## config.mk

```make
export PLATFORM = sky130hd
export DESIGN_NAME = oled_spi_master
export DESIGN_NICKNAME = d
export VERILOG_FILES = /design/src/rtl/oled_spi_master.sv
export SDC_FILE = /design/constraint.sdc
export NUM_CORES = 1
export LEC_CHECK = 0
export ABC_AREA = 0
export BUFFER_PORTS_ARGS = -buffer_cell sky130_fd_sc_hd__buf_2
export CAP_MARGIN = 30
export CORE_MARGIN = 2
export CORE_UTILIZATION = 50
export CTS_CLUSTER_SIZE = 25
export DETAILED_ROUTE_END_ITERATION = 16
export PLACE_DENSITY = 0.75
export SLEW_MARGIN = 20
export SYNTH_ARGS = -nofsm -noshare
export SYNTH_HDL_FRONTEND = slang
export SYNTH_SLANG_ARGS = --single-unit
```

## constraint.sdc

```tcl
create_clock -name Clock -period 5.7 [get_ports Clock]
set_clock_uncertainty 0.2 [all_clocks]
set_input_delay 1.71 -clock Clock [delete_from_list [all_inputs] [get_ports Clock]]
set_output_delay 1.71 -clock Clock [all_outputs]
set_load 0.005 [all_outputs]
```

## src/rtl/oled_spi_master.sv

```systemverilog
// oled_spi_master: FIFO-buffered SPI write master for the SSD1351 OLED, with burst
// transfers (nCS held across queued words) and a timed nRES pulse generator.
module oled_spi_master #(
    parameter int DATA_WIDTH = 8,
    parameter int FIFO_DEPTH = 4,
    parameter int CLK_DIV    = 2,
    parameter int CS_SETUP   = 1,
    parameter int CS_HOLD    = 1,
    parameter int RES_CYCLES = 20
) (
    input  logic                                Clock,
    input  logic                                nReset,
    input  logic                                wr_valid,
    output logic                                wr_ready,
    input  logic [DATA_WIDTH-1:0]               wr_data,
    input  logic                                wr_dc,
    input  logic                                rst_req,
    output logic                                busy,
    output logic [$clog2(FIFO_DEPTH+1)-1:0]     fifo_level,
    output logic                                nRES,
    output logic                                SCLK,
    output logic                                SDIN,
    output logic                                DnC,
    output logic                                nCS
);
    localparam int LW = $clog2(FIFO_DEPTH + 1);
    localparam int PW = $clog2(FIFO_DEPTH);
    localparam int BW = $clog2(DATA_WIDTH + 1);

    typedef enum logic [2:0] {
        S_IDLE, S_RESET_PULSE, S_CS_SETUP, S_SHIFT_LOW, S_SHIFT_HIGH, S_CS_HOLD
    } state_t;

    state_t                state;
    logic [DATA_WIDTH:0]   mem [FIFO_DEPTH];
    logic [PW-1:0]         wrPtr, rdPtr;
    logic [LW-1:0]         level, levelNext;
    logic                  isEmpty, notFull, pending;
    logic [15:0]           cnt;
    logic [BW-1:0]         bitCnt;
    logic [DATA_WIDTH-1:0] shiftReg;
    logic                  push, pop, halfDone, lastBit;

    assign push      = wr_valid && notFull;
    assign halfDone  = cnt == 16'(CLK_DIV - 1);
    assign lastBit   = bitCnt == BW'(DATA_WIDTH - 1);
    // Pops happen only where the FSM loads the shifter: IDLE start or a burst reload.
    assign pop       = !isEmpty && !pending &&
                       (state == S_IDLE || (state == S_SHIFT_HIGH && halfDone && lastBit));
    assign levelNext = level + LW'(push) - LW'(pop);

    assign wr_ready   = notFull;
    assign fifo_level = level;
    assign SDIN       = shiftReg[DATA_WIDTH-1];
    assign busy       = state != S_IDLE || !isEmpty || pending;

    always_ff @(posedge Clock)
        if (push) mem[wrPtr] <= {wr_dc, wr_data};

    always_ff @(posedge Clock or negedge nReset) begin
        if (!nReset) begin
            wrPtr   <= '0;
            rdPtr   <= '0;
            level   <= '0;
            isEmpty <= 1'b1;
            notFull <= 1'b0;
        end else begin
            if (push) wrPtr <= wrPtr + PW'(1);
            if (pop) rdPtr <= rdPtr + PW'(1);
            level   <= levelNext;
            isEmpty <= levelNext == '0;
            notFull <= levelNext != LW'(FIFO_DEPTH);
        end
    end

    always_ff @(posedge Clock or negedge nReset) begin
        if (!nReset) begin
            state    <= S_RESET_PULSE;
            cnt      <= '0;
            bitCnt   <= '0;
            shiftReg <= '0;
            pending  <= 1'b0;
            nRES     <= 1'b0;
            SCLK     <= 1'b0;
            DnC      <= 1'b0;
            nCS      <= 1'b1;
        end else begin
            pending <= rst_req || (pending && state != S_IDLE);
            cnt     <= cnt + 16'd1;
            case (state)
                S_IDLE: begin
                    SCLK <= 1'b0;
                    nCS  <= 1'b1;
                    cnt  <= '0;
                    if (pending) begin
                        state <= S_RESET_PULSE;
                        nRES  <= 1'b0;
                    end else if (!isEmpty) begin
                        state           <= S_CS_SETUP;
                        nCS             <= 1'b0;
                        {DnC, shiftReg} <= mem[rdPtr];
                        bitCnt          <= '0;
                    end
                end
                S_RESET_PULSE:
                    if (cnt == 16'(RES_CYCLES - 1)) begin
                        nRES  <= 1'b1;
                        state <= S_IDLE;
                    end
                S_CS_SETUP:
                    if (cnt == 16'(CS_SETUP - 1)) begin
                        cnt   <= '0;
                        state <= S_SHIFT_LOW;
                    end
                S_SHIFT_LOW:
                    if (halfDone) begin
                        cnt   <= '0;
                        SCLK  <= 1'b1;
                        state <= S_SHIFT_HIGH;
                    end
                S_SHIFT_HIGH:
                    if (halfDone) begin
                        cnt  <= '0;
                        SCLK <= 1'b0;
                        if (!lastBit) begin
                            shiftReg <= shiftReg << 1;
                            bitCnt   <= bitCnt + BW'(1);
                            state    <= S_SHIFT_LOW;
                        end else if (pop) begin
                            {DnC, shiftReg} <= mem[rdPtr];
                            bitCnt          <= '0;
                            state           <= S_SHIFT_LOW;
                        end else begin
                            state <= S_CS_HOLD;
                        end
                    end
                S_CS_HOLD:
                    if (cnt == 16'(CS_HOLD - 1)) begin
                        nCS   <= 1'b1;
                        state <= S_IDLE;
                    end
                default: state <= S_IDLE;
            endcase
        end
    end
endmodule
```

# Yosys cells after proc, flatten, opt, wreduce, memory -nomap -nowiden
# Memories as Yosys holds them, arrays and structs flattened.
# Cells that the tools add are included.
# totals
output_inout_bits	10
input_bits	13
ff_bits	45
memories	1
ramBits	36
# mem_list
memory	depth	word_bits	read_ports	rd_clocked_by_memory_dff	write_ports	line_no	text
mem	4	9	1	0	1	35	logic [DATA_WIDTH:0] mem [FIFO_DEPTH];
# op_classes
n_mux	43
add_sub_neg	6
n_reduce_logical	27
n_eq_ne	21
# ops
op	count
$pmux W16 S3	1
$mux W8	5
$mux W16	2
$mux W3	9
$mux W4	5
$ne A2 B2 Y1 const B	10
$pmux W3 S6	1
$add A16 B1 Y16 const B	1
$eq A16 B1 Y1 const B	1
$eq A16 B5 Y1 const B	1
$logic_not A16 Y1	1
$pmux W8 S2	1
$mux W1	14
$reduce_and A6 Y1	2
$ne A3 B3 Y1 const B	3
$pmux W4 S2	1
$eq A3 B2 Y1 const B	2
$eq A3 B3 Y1 const B	2
$logic_and A1 B1 Y1	6
$logic_not A3 Y1	2
$pmux W1 S2	3
$reduce_and A3 Y1	2
$reduce_bool A2 Y1	3
$reduce_bool A3 Y1	2
12 further kinds	17

# Longest topological paths before layout
# Gate-level depths: netlist (run 1).
# depth
ltp_word	9
ltp_mapped	14
ltp_nobuf	14

# Worst setup path before layout (run 1)
# No wires, ideal clock.
# synth_path
path_kind	input-to-reg
from	input wr_valid
to	register notFull (netlist: wr_ready)
cell_stages	8
t_arrival_ns	3.046
required_time_ns	5.372
setup_ns	0.128
setup_slack_ns	2.326
cell_sequence	nand2_1 ha_1 inv_1 ha_1 fa_1 xnor2_1 xnor2_1 nand2_1
# synth_between
elab_chain_len	4
# synth_rtl
element	line_no	text
from (decl)	13	input logic wr_valid,
$logic_and A1 B1 Y1	44	assign push = wr_valid && notFull;
$add A3 B1 Y3	50	assign levelNext = level + LW'(push) - LW'(pop);
$sub A3 B1 Y3	50	
net levelNext[2]	37	logic [LW-1:0] level, levelNext;
$ne A3 B3 Y1	72	notFull <= levelNext != LW'(FIFO_DEPTH);
to (signal assigned)	72	
to (decl)	38	logic isEmpty, notFull, pending;
# The timed path passes the listed nets, and every way through them passes these cells.
# A chain may end at the register's enable or synchronous reset.

# Worst setup path after layout (run 1)
# layout_path
from	register state[1]
to	output busy
# layout_between
elab_chain_len	3
# layout_rtl
element	line_no	text
from (decl)	34	state_t state;
from (signal assigned)	78	state <= S_RESET_PULSE;
from (signal assigned)	96	state <= S_RESET_PULSE;
from (signal assigned)	99	state <= S_CS_SETUP;
$reduce_bool A3 Y1	55	assign busy = state != S_IDLE || !isEmpty || pending;
$logic_or A1 B1 Y1 (2 in a row)	55	
to (decl)	18	output logic busy,
# No other way between the ends.

==> results.json, run 1 <==
{
  "fin_crit_ns": 3.61,
  "wl_mm": 6.30,
  "startpoint_type": "register",
  "nets": 342,
  "seq_area_um2": 2210,
  "routed_via_density": 5.33,
  "cap_violations": 0,
  "row_count": 31,
  "drv_slew": 0,
  "fp.dieH_um": 90.4,
  "pin_count": 23,
  "hold_class": "reg -> reg",
  "synth.top_cell.area_share_pct": 29.0,
  "post-dp-hpwl_mm": 4.42,
  "grt_pass1_vias": 2223,
  "async_flop_share_pct": 55.6,
  "multi_input_area_um2": 1390,
  "die-area_um2": 8160,
  "critPathCaptureType": "output pin",
  "leakagePower_nw": 1.67,
  "grt-busiest-layer": "met2",
  "ir_worst_vdd_uv": 250,
  "max_freq_mhz": 277,
  "setup_slack_ns": 2.09,
  "required_ns": 3.79,
  "core_um2": 7250,
  "grt_setup_unrepaired": "no",
  "cts_num_sinks": 81,
  "gp_congestion": 0.821,
  "synth_seq_cells": 81,
  "synth_flop_cell": "dfrtp_1",
  "synth_area_leader_cell": "edfxtp_1",
  "use_met1_pct": 22.6,
  "grt_max_degree": 30,
  "drc": 0,
  "syn_inst": 295,
  "htreeDepth": 3,
  "hold_viol": 0,
  "clockBufferDepth": 2,
  "first_iter_violations": 116,
  "clk_latency_ns": 0.35,
  "antenna_left": 0,
  "post_cts_buffers": 0,
  "grt_use_met2_pct": 26.6,
  "ctsResizeCount": 0,
  "overflow": 0,
  "portBuffers": 22,
  "die_w_um": 90.4,
  "path_class": "reg -> out",
  "worst_slew_pin_slew_ns": 0.637,
  "synthesis.nets": 319,
  "grt_pass1_wl_mm": 10.8,
  "root_buffer": "clkbuf_8",
  "synth-edff-count": 36,
  "layout-drive-gt1-share_pct": 20.7,
  "grt_use_met3_pct": 4.51,
  "nFillCells": 614,
  "antenna_found_initial": 0,
  "power_per_cell_area_nw_per_um2": 470,
  "ctsHoldBuffers": 0,
  "n_antenna_cell": 0,
  "clk_pin_slew_ns": 0.09,
  "cts_inserted_buffers": 9,
  "ys_top_cells_by_area": "edfxtp_1, dfrtp_1, mux4_2",
  "timing.final.crit_share_pct": 63.4,
  "crit_arrival_ns": 1.70,
  "holdWs_ns": 0.293,
  "cts_tree": "built",
  "ys_warn_count": 0,
  "syn_area_um2": 3730,
  "grt_util_all_layers_pct": 16.8,
  "dp_slack_ns": 2.05,
  "wl_per_cell_um": 14.9,
  "num_vias": 2250,
  "utilization_pct": 56.8,
  "setup_viol": 0,
  "first_pass_iters": 4,
  "relSlewSlack_pct": 57.5,
  "postSynthAreaPerCell_um2": 12.6,
  "fin_tns_setup_ns": 0,
  "seq_area_frac_synth_pct": 59.3,
  "reg2reg_slack_ns": 2.38,
  "cp_max_fo": 13,
  "outcome": "finished, final reports clean",
  "netlist-cell-type-count": 49,
  "start_util_pct": 51.4,
  "area_growth_pct": 10.5
}
cells by family (layout without fill, tap and decap cells):
kind of cell    count (synthesis)  in the layout  share of synthesized area, %
xor+xnor                       20             20                          4.70
fa+ha+maj                      11             11                          3.89
simple gates                   98             98                          13.2
mux                            19             19                          8.22
buf+inv                        28             56                          3.36
flops                          81             81                          59.3
compound gates                 38             38                          7.38
critical path: stages, from the launching register on:
cell,delay [ns]
dfrtp_1,0.51
or2_1,0.37
nor2_1,0.20
nand3_1,0.13
buf_2,0.14
stage by stage:
stage | instances | instance area (µm²) | total power, mW
finish | 422 | 4120 | 1.94
global route | 422 | 4120 | 2.07
global placement | 404 | 3900 | 1.52
CTS | 422 | 4120 | 1.96
floorplan | 295 | 3730 | 1.39
detailed placement | 406 | 3930 | 1.55
synth_stat cells, drive strengths merged (2+ instances only):
cell     n
a21oi   11
and3     6
buf      7
clkbuf   5
dfrtp   42
dfstp    3
edfxtp  36
ha      10
inv     16
mux2     3
mux2i    7
mux4     9
nand2   18
nand2b   3
nand3   11
nand4    6
nor2    37
nor2b    2
nor3     6
nor4     5
o21a     2
o21ai   11
o21bai   3
xnor2   12
xor2     8
sequential cells by signal (all words and copies together) (netlist names), 2 cells and up:
name,count
cnt,16
wrPtr,2
fifo_level,3
bitCnt,4
mem,36
state,3
rdPtr,2
shiftReg,8
worst paths after layout:
check,start,to,cells after the start
hold reg to reg,nRES,nRES,2
min in group asynchronous,nReset,cnt[14],1
max in group asynchronous,nReset,isEmpty,2
setup / recovery,state[1],busy,4
setup reg to reg,cnt[1],wr_ready,14
hold / removal,nRES,nRES,2
final cells by class:
class | count | area share [%]
Multi-Input combinational cell | 186 | 33.8
Inverter | 16 | 1.46
Clock inverter | 7 | 1.70
Sequential cell | 81 | 53.7
Clock buffer | 9 | 3.01
Timing Repair Buffer | 24 | 3.34
Tap cell | 99 | 3.01
routing by layer:
| layer | share of wire [%] | wire, µm |
|---|---|---|
| met5 | 0 | 0 |
| met4 | 0.90 | 57 |
| met3 | 3.1 | 196 |
| met2 | 48 | 3000 |
| met1 | 48 | 3050 |
power breakdown:
group / total (mW) / internal [mW] / switching [mW]
clock network: 0.405 / 0.171 / 0.234
logic: 0.626 / 0.281 / 0.345
registers: 0.907 / 0.766 / 0.140
total: 1.94 / 1.22 / 0.719
layout by cell type (no fill, tap or decap), types with 4 or more instances in the layout:
cell type and count:
a21oi_1 9, and3_1 6, buf_2 22, clkbuf_8 9
dfrtp_1 42, edfxtp_1 36, ha_1 10, inv_1 15
inv_6 4, mux2i_1 7, mux4_2 9, nand2_1 18
nand3_1 11, nand4_1 5, nor2_1 34, nor3_1 6
o21ai_0 9, xnor2_1 12, xor2_1 8
No activity file was read; power rests on OpenSTA's default activity.
==> run 2, diff against run 1 <==
--- a/config.mk
+++ b/config.mk
@@ -5,14 +5,14 @@
 export SDC_FILE = /design/constraint.sdc
 export NUM_CORES = 1
 export LEC_CHECK = 0
-export ABC_AREA = 0
+export ABC_AREA = 1
 export BUFFER_PORTS_ARGS = -buffer_cell sky130_fd_sc_hd__buf_2
 export CAP_MARGIN = 30
 export CORE_MARGIN = 2
 export CORE_UTILIZATION = 50
 export CTS_CLUSTER_SIZE = 25
 export DETAILED_ROUTE_END_ITERATION = 16
-export PLACE_DENSITY = 0.75
+export PLACE_DENSITY = 0.77
 export SLEW_MARGIN = 20
 export SYNTH_ARGS = -nofsm -noshare
 export SYNTH_HDL_FRONTEND = slang
==> constraint.sdc (replaced) <==
create_clock -name Clock -period 3.1 [get_ports Clock]
set_clock_uncertainty 0.2 [all_clocks]
set_input_delay 0.93 -clock Clock [delete_from_list [all_inputs] [get_ports Clock]]
set_output_delay 0.93 -clock Clock [all_outputs]
set_load 0.005 [all_outputs]
==> run 2 against run 1 <==
Against the previous run: wire length is 14% higher; global-route usage is 1.6 points higher; non-clock buffer count is 5 higher; synthesized cell count up 48%; critical endpoint is now wr_ready; largest cell class unchanged; largest power group unchanged; register-to-register slack lost 2.2 ns.
==> results.json, run 2 <==
{
  "ys_top_cells_by_area": "edfxtp_1, dfrtp_1, nand2_1",
  "area_growth_pct": 12.5,
  "wl_per_cell_um": 12.5,
  "syn_inst": 438,
  "path_common_cell": "nand2_2",
  "grt_util_all_layers_pct": 18.3,
  "grt_pass1_vias": 2809,
  "timing.final.crit_share_pct": 92.8,
  "grt_pass1_wl_mm": 12.4,
  "antenna_left": 0,
  "portBuffers": 22,
  "pin_count": 23,
  "slowest_delay_ns": 0.55,
  "clockBufferDepth": 2,
  "cp_max_fo": 7,
  "cts_num_sinks": 81,
  "seq_area_frac_synth_pct": 56.1,
  "routed_via_density": 5.06,
  "startpoint_type": "register",
  "required_ns": 3.13,
  "synth_seq_cells": 81,
  "first_pass_iters": 4,
  "yosysMostFrequentCell": "nand2_1",
  "root_buffer": "clkbuf_8",
  "post_cts_buffers": 0,
  "netlist-cell-type-count": 33,
  "hold_class": "reg -> reg",
  "gp_congestion": 0.880,
  "relSlewSlack_pct": 61.0,
  "crit_chain": "inv_2 > nand2_2 > nor2_2 > inv_2 > nand2_2 > nand2_2 > inv_1 > ha_1 > inv_1 > ha_1 > fa_1 > xnor2_2 > xor2_1 > nand2_1",
  "die-area_um2": 8600,
  "fp.dieH_um": 92.7,
  "n_antenna_cell": 0,
  "wl_mm": 7.21,
  "drv_slew": 0,
  "worst_slew_pin_slew_ns": 0.584,
  "top_regs": "mem: 36 flops, cnt: 16 flops, shiftReg: 8 flops",
  "synthesis.nets": 462,
  "core_um2": 7690,
  "final_common_cell": "nand2_1",
  "drc": 0,
  "critPathCaptureType": "register",
  "path_class": "reg -> reg",
  "ir_worst_vdd_uv": 513,
  "num_vias": 2916,
  "hold_viol": 0,
  "clk_latency_ns": 0.34,
  "ys_warn_count": 0,
  "layout_common_cells": "nand2_1, nor2_1, nand3_1, dfrtp_1, inv_1",
  "power_per_cell_area_nw_per_um2": 878,
  "fin_crit_ns": 2.88,
  "die_w_um": 92.7,
  "async_flop_share_pct": 55.6,
  "ctsResizeCount": 0,
  "crit_arrival_ns": 2.91,
  "yosys-top-cells-count": "nand2_1, nor2_1, nand3_1",
  "first_iter_violations": 196,
  "max_freq_mhz": 348,
  "outcome": "finished, final reports clean",
  "post-dp-hpwl_mm": 5.13,
  "nets": 493,
  "postSynthAreaPerCell_um2": 8.99,
  "overflow": 0,
  "fin_tns_setup_ns": 0,
  "syn_area_um2": 3940,
  "synth_flop_cell": "dfrtp_1",
  "grt_setup_unrepaired": "no",
  "ctsHoldBuffers": 0,
  "antenna_found_initial": 0,
  "leakagePower_nw": 2.08,
  "cts_tree": "built",
  "cap_violations": 0,
  "layout-drive-gt1-share_pct": 15.6,
  "top_register": "mem",
  "cts_inserted_buffers": 9,
  "synth-edff-count": 36,
  "setup_viol": 0,
  "start_util_pct": 51.2,
  "synth_area_leader_cell": "edfxtp_1",
  "cp_slowest_cell": "dfstp_2",
  "row_count": 32,
  "synth.top_cell.area_share_pct": 27.5,
  "power_mw": 3.89,
  "clk_pin_slew_ns": 0.09,
  "htreeDepth": 3,
  "largest_reg_flops": 36,
  "grt_max_degree": 46
}
## run 2: cell families (layout without fill, tap and decap cells)
logic type      count (synthesis)  count (layout)  synth area share [%]
compound gates                 33              33                  5.15
xor+xnor                        6               6                  1.33
fa+ha+maj                      11              11                  3.69
buf+inv                        53              89                  5.53
flops                          81              81                  56.1
simple gates                  254             254                  28.2
## run 2: worst max-delay path: cells and delay by family (launching register included)
kind	cells	cell delay (ns)
adders and majority gates	3	0.86
xor gates and xnor gates	2	0.39
buffers and inverters	4	0.31
and+or+nand+nor	5	0.46
DFF	1	0.55
## run 2: where the power goes
part | switching (mW) | internal, mW
Sequential | 0.142 | 1.40
Clock | 0.393 | 0.544
Combinational | 0.915 | 0.499
Total | 1.45 | 2.44
## run 2: worst paths after layout
check,start,end,slack [ns],cells after the start
worst max-delay path,state[0],wr_ready,0.22,14
worst min-delay path,shiftReg[7],shiftReg[7],0.28,2
worst max register to register,state[0],wr_ready,0.22,14
worst min register to register,shiftReg[7],shiftReg[7],0.28,2
max in group asynchronous,nReset,rdPtr[0],1.86,2
min in group asynchronous,nReset,cnt[2],0.46,2
## run 2: per-layer routing
metal	share of wire, %	routed length (µm)	track usage [%]	vias to the layer above
met5	0	0	0	-
met1	44	3190	22.7	1352
met4	0.97	70	7.72	0
met2	51	3660	31.1	67
li1	-	-	-	1490
met3	3.9	281	3.99	7
## run 2: final cells by class
| type | instances | area, µm² |
|---|---|---|
| clock buffers | 9 | 124 |
| clock inverters | 7 | 124 |
| fillers | 673 | 3260 |
| well taps | 102 | 128 |
| flip-flops and latches | 81 | 2210 |
| repair buffers | 29 | 163 |
| multi-input cells | 304 | 1520 |
| inverters | 44 | 165 |
## run 2: per-stage QoR
step | hold WS (ns) | instance area [µm²] | worst slack (ns) | utilization [%] | cells
floorplan | 0.242 | 3940 | 0.389 | - | 438
global placement | 0.255 | 4180 | 0.329 | 54.3 | 560
detailed placement | 0.260 | 4180 | 0.220 | 54.3 | 560
CTS | 0.282 | 4420 | 0.206 | 57.5 | 576
global route | 0.295 | 4430 | 0.0184 | 57.6 | 576
finish | 0.282 | 4430 | 0.223 | 57.6 | 576
